[config.mk]
export PLATFORM = sky130hd
export DESIGN_NAME = serial_rx_buf
export DESIGN_NICKNAME = d
export VERILOG_FILES = /design/src/rtl/serial_rx_buf.sv
export SDC_FILE = /design/constraint.sdc
export NUM_CORES = 1
export LEC_CHECK = 0
export CORE_ASPECT_RATIO = 1.2
export CORE_MARGIN = 8
export CORE_UTILIZATION = 39
export CTS_CLUSTER_DIAMETER = 200
export DETAILED_ROUTE_END_ITERATION = 8
export PLACE_DENSITY = 0.54
export SYNTH_ARGS = -nofsm -noshare
export SYNTH_HDL_FRONTEND = slang
export SYNTH_SLANG_ARGS = --single-unit
[constraint.sdc]
create_clock -name clk -period 6.3 [get_ports clk]
set_clock_uncertainty 0.05 [all_clocks]
set_input_delay 0.945 -clock clk [delete_from_list [all_inputs] [get_ports clk]]
set_output_delay 0.945 -clock clk [all_outputs]
set_load 0.02 [all_outputs]
[src/rtl/serial_rx_buf.sv]
// Serial receiver: synchronizes an external bit clock and data line and assembles WIDTH-bit
// words. Completed words go into a show-ahead FIFO, with sticky overflow and timeout flags.
module serial_rx_buf #(
    parameter int WIDTH     = 10,
    parameter int DEPTH     = 4,
    parameter int MSB_FIRST = 1,
    parameter int TIMEOUT   = 255
) (
    input  logic                       clk,
    input  logic                       rst_n,
    input  logic                       enable,
    input  logic                       serial_clk,
    input  logic                       serial_data,
    output logic                       out_valid,
    output logic [WIDTH-1:0]           out_data,
    input  logic                       out_ready,
    output logic [$clog2(DEPTH):0]     level,
    output logic                       overflow,
    output logic                       frame_err,
    input  logic                       clr_err
);

    localparam int AW      = $clog2(DEPTH);
    localparam int CW      = $clog2(WIDTH + 1);
    localparam int TW      = (TIMEOUT > 1) ? $clog2(TIMEOUT + 1) : 1;
    localparam int TO_LAST = (TIMEOUT > 0) ? TIMEOUT - 1 : 0;

    typedef enum logic {IDLE, RECV} state_t;

    state_t            state_q, state_d;
    logic              clk_s1, clk_s2, clk_h;
    logic              dat_s1, dat_s2;
    logic              rise;
    logic [CW-1:0]     bit_cnt_q, bit_cnt_d;
    logic [TW-1:0]     to_cnt_q, to_cnt_d;
    logic [WIDTH-1:0]  shreg_q, shreg_d, word;
    logic              push, to_hit;

    logic [WIDTH-1:0]  mem [DEPTH];
    logic [AW-1:0]     wr_ptr, rd_ptr;
    logic [AW:0]       level_q;
    logic              pop, full, wr_en, ovf_set;

    always_ff @(posedge clk or negedge rst_n) begin
        if (!rst_n) begin
            clk_s1 <= 1'b0;
            clk_s2 <= 1'b0;
            clk_h  <= 1'b0;
            dat_s1 <= 1'b0;
            dat_s2 <= 1'b0;
        end else begin
            clk_s1 <= serial_clk;
            clk_s2 <= clk_s1;
            clk_h  <= clk_s2;
            dat_s1 <= serial_data;
            dat_s2 <= dat_s1;
        end
    end

    assign rise = clk_s2 & ~clk_h;

    always_ff @(posedge clk or negedge rst_n) begin
        if (!rst_n) begin
            state_q   <= IDLE;
            bit_cnt_q <= '0;
            to_cnt_q  <= '0;
            shreg_q   <= '0;
        end else begin
            state_q   <= state_d;
            bit_cnt_q <= bit_cnt_d;
            to_cnt_q  <= to_cnt_d;
            shreg_q   <= shreg_d;
        end
    end

    always_comb begin
        state_d   = state_q;
        bit_cnt_d = bit_cnt_q;
        to_cnt_d  = to_cnt_q;
        shreg_d   = shreg_q;
        push      = 1'b0;
        to_hit    = 1'b0;
        if (MSB_FIRST != 0) word = {shreg_q[WIDTH-2:0], dat_s2};
        else                word = {dat_s2, shreg_q[WIDTH-1:1]};

        if (!enable) begin
            state_d   = IDLE;
            bit_cnt_d = '0;
            to_cnt_d  = '0;
            shreg_d   = '0;
        end else begin
            case (state_q)
                IDLE: begin
                    to_cnt_d = '0;
                    if (rise) begin
                        shreg_d   = word;
                        bit_cnt_d = CW'(1);
                        state_d   = RECV;
                    end
                end
                RECV: begin
                    if (rise) begin
                        to_cnt_d = '0;
                        // The final bit completes the word; push the shifted value directly.
                        if (bit_cnt_q == CW'(WIDTH - 1)) begin
                            push      = 1'b1;
                            shreg_d   = '0;
                            bit_cnt_d = '0;
                            state_d   = IDLE;
                        end else begin
                            shreg_d   = word;
                            bit_cnt_d = bit_cnt_q + CW'(1);
                        end
                    end else if (TIMEOUT != 0) begin
                        if (to_cnt_q == TW'(TO_LAST)) begin
                            to_hit    = 1'b1;
                            state_d   = IDLE;
                            bit_cnt_d = '0;
                            to_cnt_d  = '0;
                            shreg_d   = '0;
                        end else begin
                            to_cnt_d = to_cnt_q + TW'(1);
                        end
                    end
                end
                default: state_d = IDLE;
            endcase
        end
    end

    assign out_valid = (level_q != '0);
    assign pop       = out_valid & out_ready;
    assign full      = (level_q == (AW + 1)'(DEPTH));
    // A pop in the same cycle frees the slot, so a push into a full FIFO still lands.
    assign wr_en     = push & (~full | pop);
    assign ovf_set   = push & full & ~pop;
    assign out_data  = out_valid ? mem[rd_ptr] : '0;
    assign level     = level_q;

    always_ff @(posedge clk) begin
        if (wr_en) mem[wr_ptr] <= word;
    end

    always_ff @(posedge clk or negedge rst_n) begin
        if (!rst_n) begin
            wr_ptr    <= '0;
            rd_ptr    <= '0;
            level_q   <= '0;
            overflow  <= 1'b0;
            frame_err <= 1'b0;
        end else begin
            if (wr_en) wr_ptr <= wr_ptr + AW'(1);
            if (pop)   rd_ptr <= rd_ptr + AW'(1);
            case ({wr_en, pop})
                2'b10:   level_q <= level_q + (AW + 1)'(1);
                2'b01:   level_q <= level_q - (AW + 1)'(1);
                default: level_q <= level_q;
            endcase
            overflow  <= ovf_set | (overflow & ~clr_err);
            frame_err <= to_hit | (frame_err & ~clr_err);
        end
    end

endmodule

# After elaboration in Yosys (flattened, before gate mapping)
# Memories as Yosys holds them, arrays and structs flattened.
# Cells that the tools add are included.
# classes
bitwise	15
reduce_logical	3
n_addsub	6
eq_ne	7
muxes	34
# ops
operator	count
$mux 9	5
$mux 8	3
$mux 4	5
$pmux 9 s2	1
$pmux 8 s2	1
$mux 1	15
$mux 10	1
$add 8x1->8 const B	1
$eq 8x8->1 const B	1
$pmux 4 s2	1
$and 1x1->1	7
$pmux 3 s2	1
$not 1->1	5
$add 2x1->2 const B	2
$add 4x1->4 const B	1
$eq 4x4->1 const B	1
$ne 4x2->1 const B	1
$add 3x1->3 const B	1
$eq 3x3->1 const B	1
$ne 3x3->1 const B	1
$or 1x1->1	3
$reduce_bool 3->1	1
$sub 3x1->3 const B	1
$eq 2x1->1 const B	1
other kinds (4)	4
# totals
elab_cells	80
memories	1
mem_bits_rw	40
output_inout_bits	16
reg_bits	36
# mem_list
name	words	word_bits	read_ports	rd_ports_with_merged_regs	wr	line_no	rtl
mem	4	10	1	0	1	39	logic [WIDTH-1:0] mem [DEPTH];

# Depth between registers and ports, before layout
# logic_depth
depth_word	8
depth_mapped	11
depth_no_buf	11

# Worst setup path before layout
# Ideal clock, no wire load.
# synth_path
kind	in2reg
start	input out_ready
end	register level_q[2] (netlist: level[2])
n_path_buf	0
t_arrival_ns	2.632
required_time_ns	6.170
cell_stages	9
setup_slack_ns	3.538
cell_sequence	or4b_1 nor3b_2 inv_1 ha_1 inv_1 fa_1 xor2_1 nor2_1 xor2_1
# synth_via
elab_chain_cells	5
# synth_rtl
item	line_no	rtl
start: declaration	16	input logic out_ready,
$and 1x1->1 (*)	132	assign pop = out_valid & out_ready;
$or 1x1->1	135	assign wr_en = push & (~full | pop);
$and 1x1->1	135	
$eq 2x1->1 / $eq 2x2->1 (equally long branches)	154	case ({wr_en, pop})
$pmux 3 s2 / $reduce_bool 2->1 (equally long branches)	-	
end signal: assignment	155	2'b10: level_q <= level_q + (AW + 1)'(1);
end signal: assignment	156	2'b01: level_q <= level_q - (AW + 1)'(1);
end signal: assignment	157	default: level_q <= level_q;
end: declaration	41	logic [AW:0] level_q;
# Mark *: on every way between the ends. The rest lies on a longest branch, timed or not.
# A chain may end at the register's enable or synchronous reset.

# Worst setup path in the final report
# layout_path
start	register rd_ptr[0]
end	output out_data[0]
# layout_via
elab_chain_cells	2
# layout_rtl
item	line_no	rtl
start: declaration	40	logic [AW-1:0] wr_ptr, rd_ptr;
start signal: assignment	153	if (pop) rd_ptr <= rd_ptr + AW'(1);
$mem_v2 4x10	-	
$mux 10	137	assign out_data = out_valid ? mem[rd_ptr] : '0;
end: declaration	15	output logic [WIDTH-1:0] out_data,
# Every way passes these cells.

==> metrics.csv <==
stage,metric,value,unit
worst_setup_path,crit_type,reg2out,
clocking,cts_root_buffer,clkbuf_8,
power,irDropWorstVdd,0.110,mV
place,place_congestion,0.707,
power,seq_power_share,55.8,%
timing,fin_setup_tns,0,ns
global_routing,overflow,0,
global_routing,grt_max_degree,37,
global_routing,grt_pass1_vias,1790,
cells_and_area,syn2layout_area_growth,16.2,%
cells_and_area,stdcell_count,330,
worst_setup_path,cp_slowest_stage_delay,0.84,ns
cells_and_area,diodes,0,
power,pwr-share-comb,2.0,%
floorplan,initial_core_util,39.6,%
clocking,hold_buffers,0,
detailed_routing,ant_nets,0,
place,portBuffers,22,
clocking,clk_path_buf_depth,2,
clocking,cts_made_buffers,9,
floorplan,io_pins,23,
worst_setup_path,critPathArrivalTime,2.48,ns
timing,hold_viol_final,0,
timing,period_share,55.2,%
power,pwr-share-clk,42.2,%
global_routing,grt_pass1_wl,9.29,mm
worst_setup_path,crit_chain,mux4_2 > and2_1 > clkdlybuf4s50_1,
global_routing,antenna_found_initial,0,
synthesis,synth_cell_types,42,
synthesis,postSynthAreaPerCell,15.7,µm²
floorplan,die_y,115,µm
status,outcome,completed,
detailed_routing,drtPass1Iterations,3,
synthesis,postSynthCellCount,203,
detailed_routing,via_per_inst,5.14,
worst_setup_path,start_kind,flip-flop,
detailed_routing,wl,5.58,mm
floorplan,die_w,98.7,µm
flow_run,cap_violations,0,
clocking,h-tree-depth,3,
synthesis,synth_edf_count,40,
worst_setup_path,crit_family,flip-flops,
floorplan,rows,36,
synthesis,yosysWarnings,0,
worst_setup_path,endpoint_kind,output port,
timing,finalSetupViolCount,0,
place,dp_hpwl,3.61,mm
clocking,clk_latency,0.34,ns
worst_setup_path,cp.buffers_inverters,1,
timing,tightest_slew,0.849,ns
synthesis,yosys_register_bits,76,
power,swShare,20.2,%
timing,max_freq,0.288,GHz
cells_and_area,drive_gt1_share,13.2,%
synthesis,ys_seq_area_share,65.8,%
place,dp_cells,314,
synthesis,synth_top_area_share,37.6,%
detailed_routing,drt_iter0_markers,63,
clocking,clkTransAtPathRegs,0.08,ns
synthesis,ys.flop_type,edfxtp_1,
floorplan,dieArea,0.0114,mm²
power,finalPower,0.944,mW
worst_setup_path,crit_path_max_fanout,12,
synthesis,synthArstFlopShare,47.4,%
power,power_density,254,mW/mm²
clocking,cts_tree,yes,
clocking,cts.repair.resized,0,
floorplan,core-area,0.00806,mm²
synthesis,synthTopCellsByArea,"edfxtp_1, dfrtp_1, mux4_2",
synthesis,syn-cell-area,0.00320,mm²
worst_setup_path,worstPathRequired,5.30,ns
detailed_routing,vias,1697,
synthesis,synth_largest_area_cell,edfxtp_1,
detailed_routing,drc,0,
min_path,min_path_type,reg2reg,
power,p_sw,0.191,mW
timing,grt_setup_unrepaired,no,
clocking,cts_setup_buffers,0,
timing,slew_headroom,43.4,%
power,p_leak,1.40,nW
synthesis,synth_nets,220,
timing,drv_slew,0,
detailed_routing,post_drt_wl_per_cell,16.9,µm
cells_and_area,final_nets,247,
worst_setup_path,crit_slowest_cell,dfrtp_1,
global_routing,gr-usage-all-layers,10.7,%
timing,min_period,3.47,ns
power,p_int,0.753,mW
clocking,cts_sinks,76,
==> sequential cells by signal, summed over array words and instances, names as in the netlist <==
signal     count
frame_err      1
shreg_q        9
wr_ptr         2
rd_ptr         2
bit_cnt_q      4
mem           40
overflow       1
clk_s1         1
dat_s1         1
clk_h          1
clk_s2         1
state_q        1
dat_s2         1
to_cnt_q       8
level          3
==> cell usage after synthesis, types with 2 or more instances <==
library cell / number
edfxtp_1: 40
dfrtp_1: 36
and2_1: 15
inv_1: 12
mux4_2: 10
a22o_1: 9
ha_1: 9
nand3_1: 8
nor3_1: 7
o21ai_0: 5
xor2_1: 5
or3_1: 4
xnor2_1: 4
a211oi_1: 3
clkbuf_1: 3
nand2_1: 3
a211o_1: 2
buf_2: 2
nor2_1: 2
o32ai_1: 2
==> through the flow <==
step | worst slack [ns] | instance area, µm² | hold WS [ns] | util (%)
global route | 2.66 | 3720 | 0.307 | 46.1
detailed placement | 2.95 | 3500 | 0.286 | 43.4
finish | 2.83 | 3720 | 0.303 | 46.1
floorplan | 3.54 | 3200 | 0.281 | -
global placement | 3.02 | 3500 | 0.282 | 43.4
CTS | 2.74 | 3720 | 0.304 | 46.1
==> cells by family (layout without fill, tap and decap cells) <==
group	count (synthesis)	after routing	synth area share [%]
AND/OR/NAND/NOR	52	52	10.7
buffers and inverters	18	50	2.43
adder cells (fa/ha/maj)	10	10	4.15
flip-flops	76	76	65.8
multiplexers	11	11	7.51
XOR/XNOR	9	9	2.47
AO/OA/AOI/OAI	27	27	7.01
==> cells in the final DEF, fill, tap and decap left out, types with 2 or more instances in the layout <==
cell,count
nand3_1,8
nor3_1,7
or3_1,4
bufinv_16,2
clkinvlp_4,4
nor2_1,2
ha_1,9
xor2_1,5
clkdlybuf4s50_1,21
and2_1,15
xnor2_1,4
dfrtp_1,36
a22o_1,9
a211o_1,2
edfxtp_1,40
o21ai_0,5
a211oi_1,3
mux4_2,10
o32ai_1,2
clkbuf_8,9
inv_1,12
nand2_1,3
==> per-layer routing <==
layer / vias up / global-route usage [%] / part of all wire, %
met5: - / 0 / 0
met1: 849 / 12.2 / 45
met2: 20 / 18.3 / 51
li1: 821 / - / -
met3: 7 / 2.06 / 2.4
met4: 0 / 6.46 / 1.6
==> power by group through the flow <==
stage	Sequential, mW	Combinational (mW)	Clock [mW]
after floorplan	0.536	0.00967	0
after global placement	0.538	0.0194	0
after detailed placement	0.538	0.0198	0
after CTS	0.527	0.0198	0.410
after global routing	0.528	0.0217	0.431
final	0.527	0.0191	0.398
==> cell type report <==
| cell class | instances | area [µm²] |
|---|---|---|
| Tap cell | 95 | 119 |
| Inverter | 12 | 45.0 |
| Timing Repair Buffer | 22 | 215 |
| Clock inverter | 6 | 90.1 |
| Multi-Input combinational cell | 109 | 1020 |
| Clock buffer | 10 | 128 |
| Sequential cell | 76 | 2100 |
| Fill cell | 721 | 4350 |
==> worst paths after layout <==
check	from	end	slack, ns	cells after the start
min in group asynchronous	rst_n	shreg_q[3]$_DFFE_PN0P_	0.66	1
hold / removal	dat_s1$_DFF_PN0_	dat_s2$_DFF_PN0_	0.30	0
setup / recovery	rd_ptr[0]$_DFFE_PN0P_	out_data[0]	2.83	3
max in group asynchronous	rst_n	to_cnt_q[6]$_DFF_PN0_	5.00	1
hold reg to reg	dat_s1$_DFF_PN0_	dat_s2$_DFF_PN0_	0.30	0
setup reg to reg	level[1]$_DFFE_PN0P_	level[2]$_DFFE_PN0P_	3.87	9
==> worst register-to-register path: cells and delay by family, from the launching register on <==
family / cells / cell delay (ns)
AND/OR/NAND/NOR: 3 / 0.92
adder cells (fa/ha/maj): 2 / 0.54
flip-flops: 1 / 0.42
buffers and inverters: 2 / 0.13
XOR/XNOR: 2 / 0.30
(Power assumes the default switching activity.)
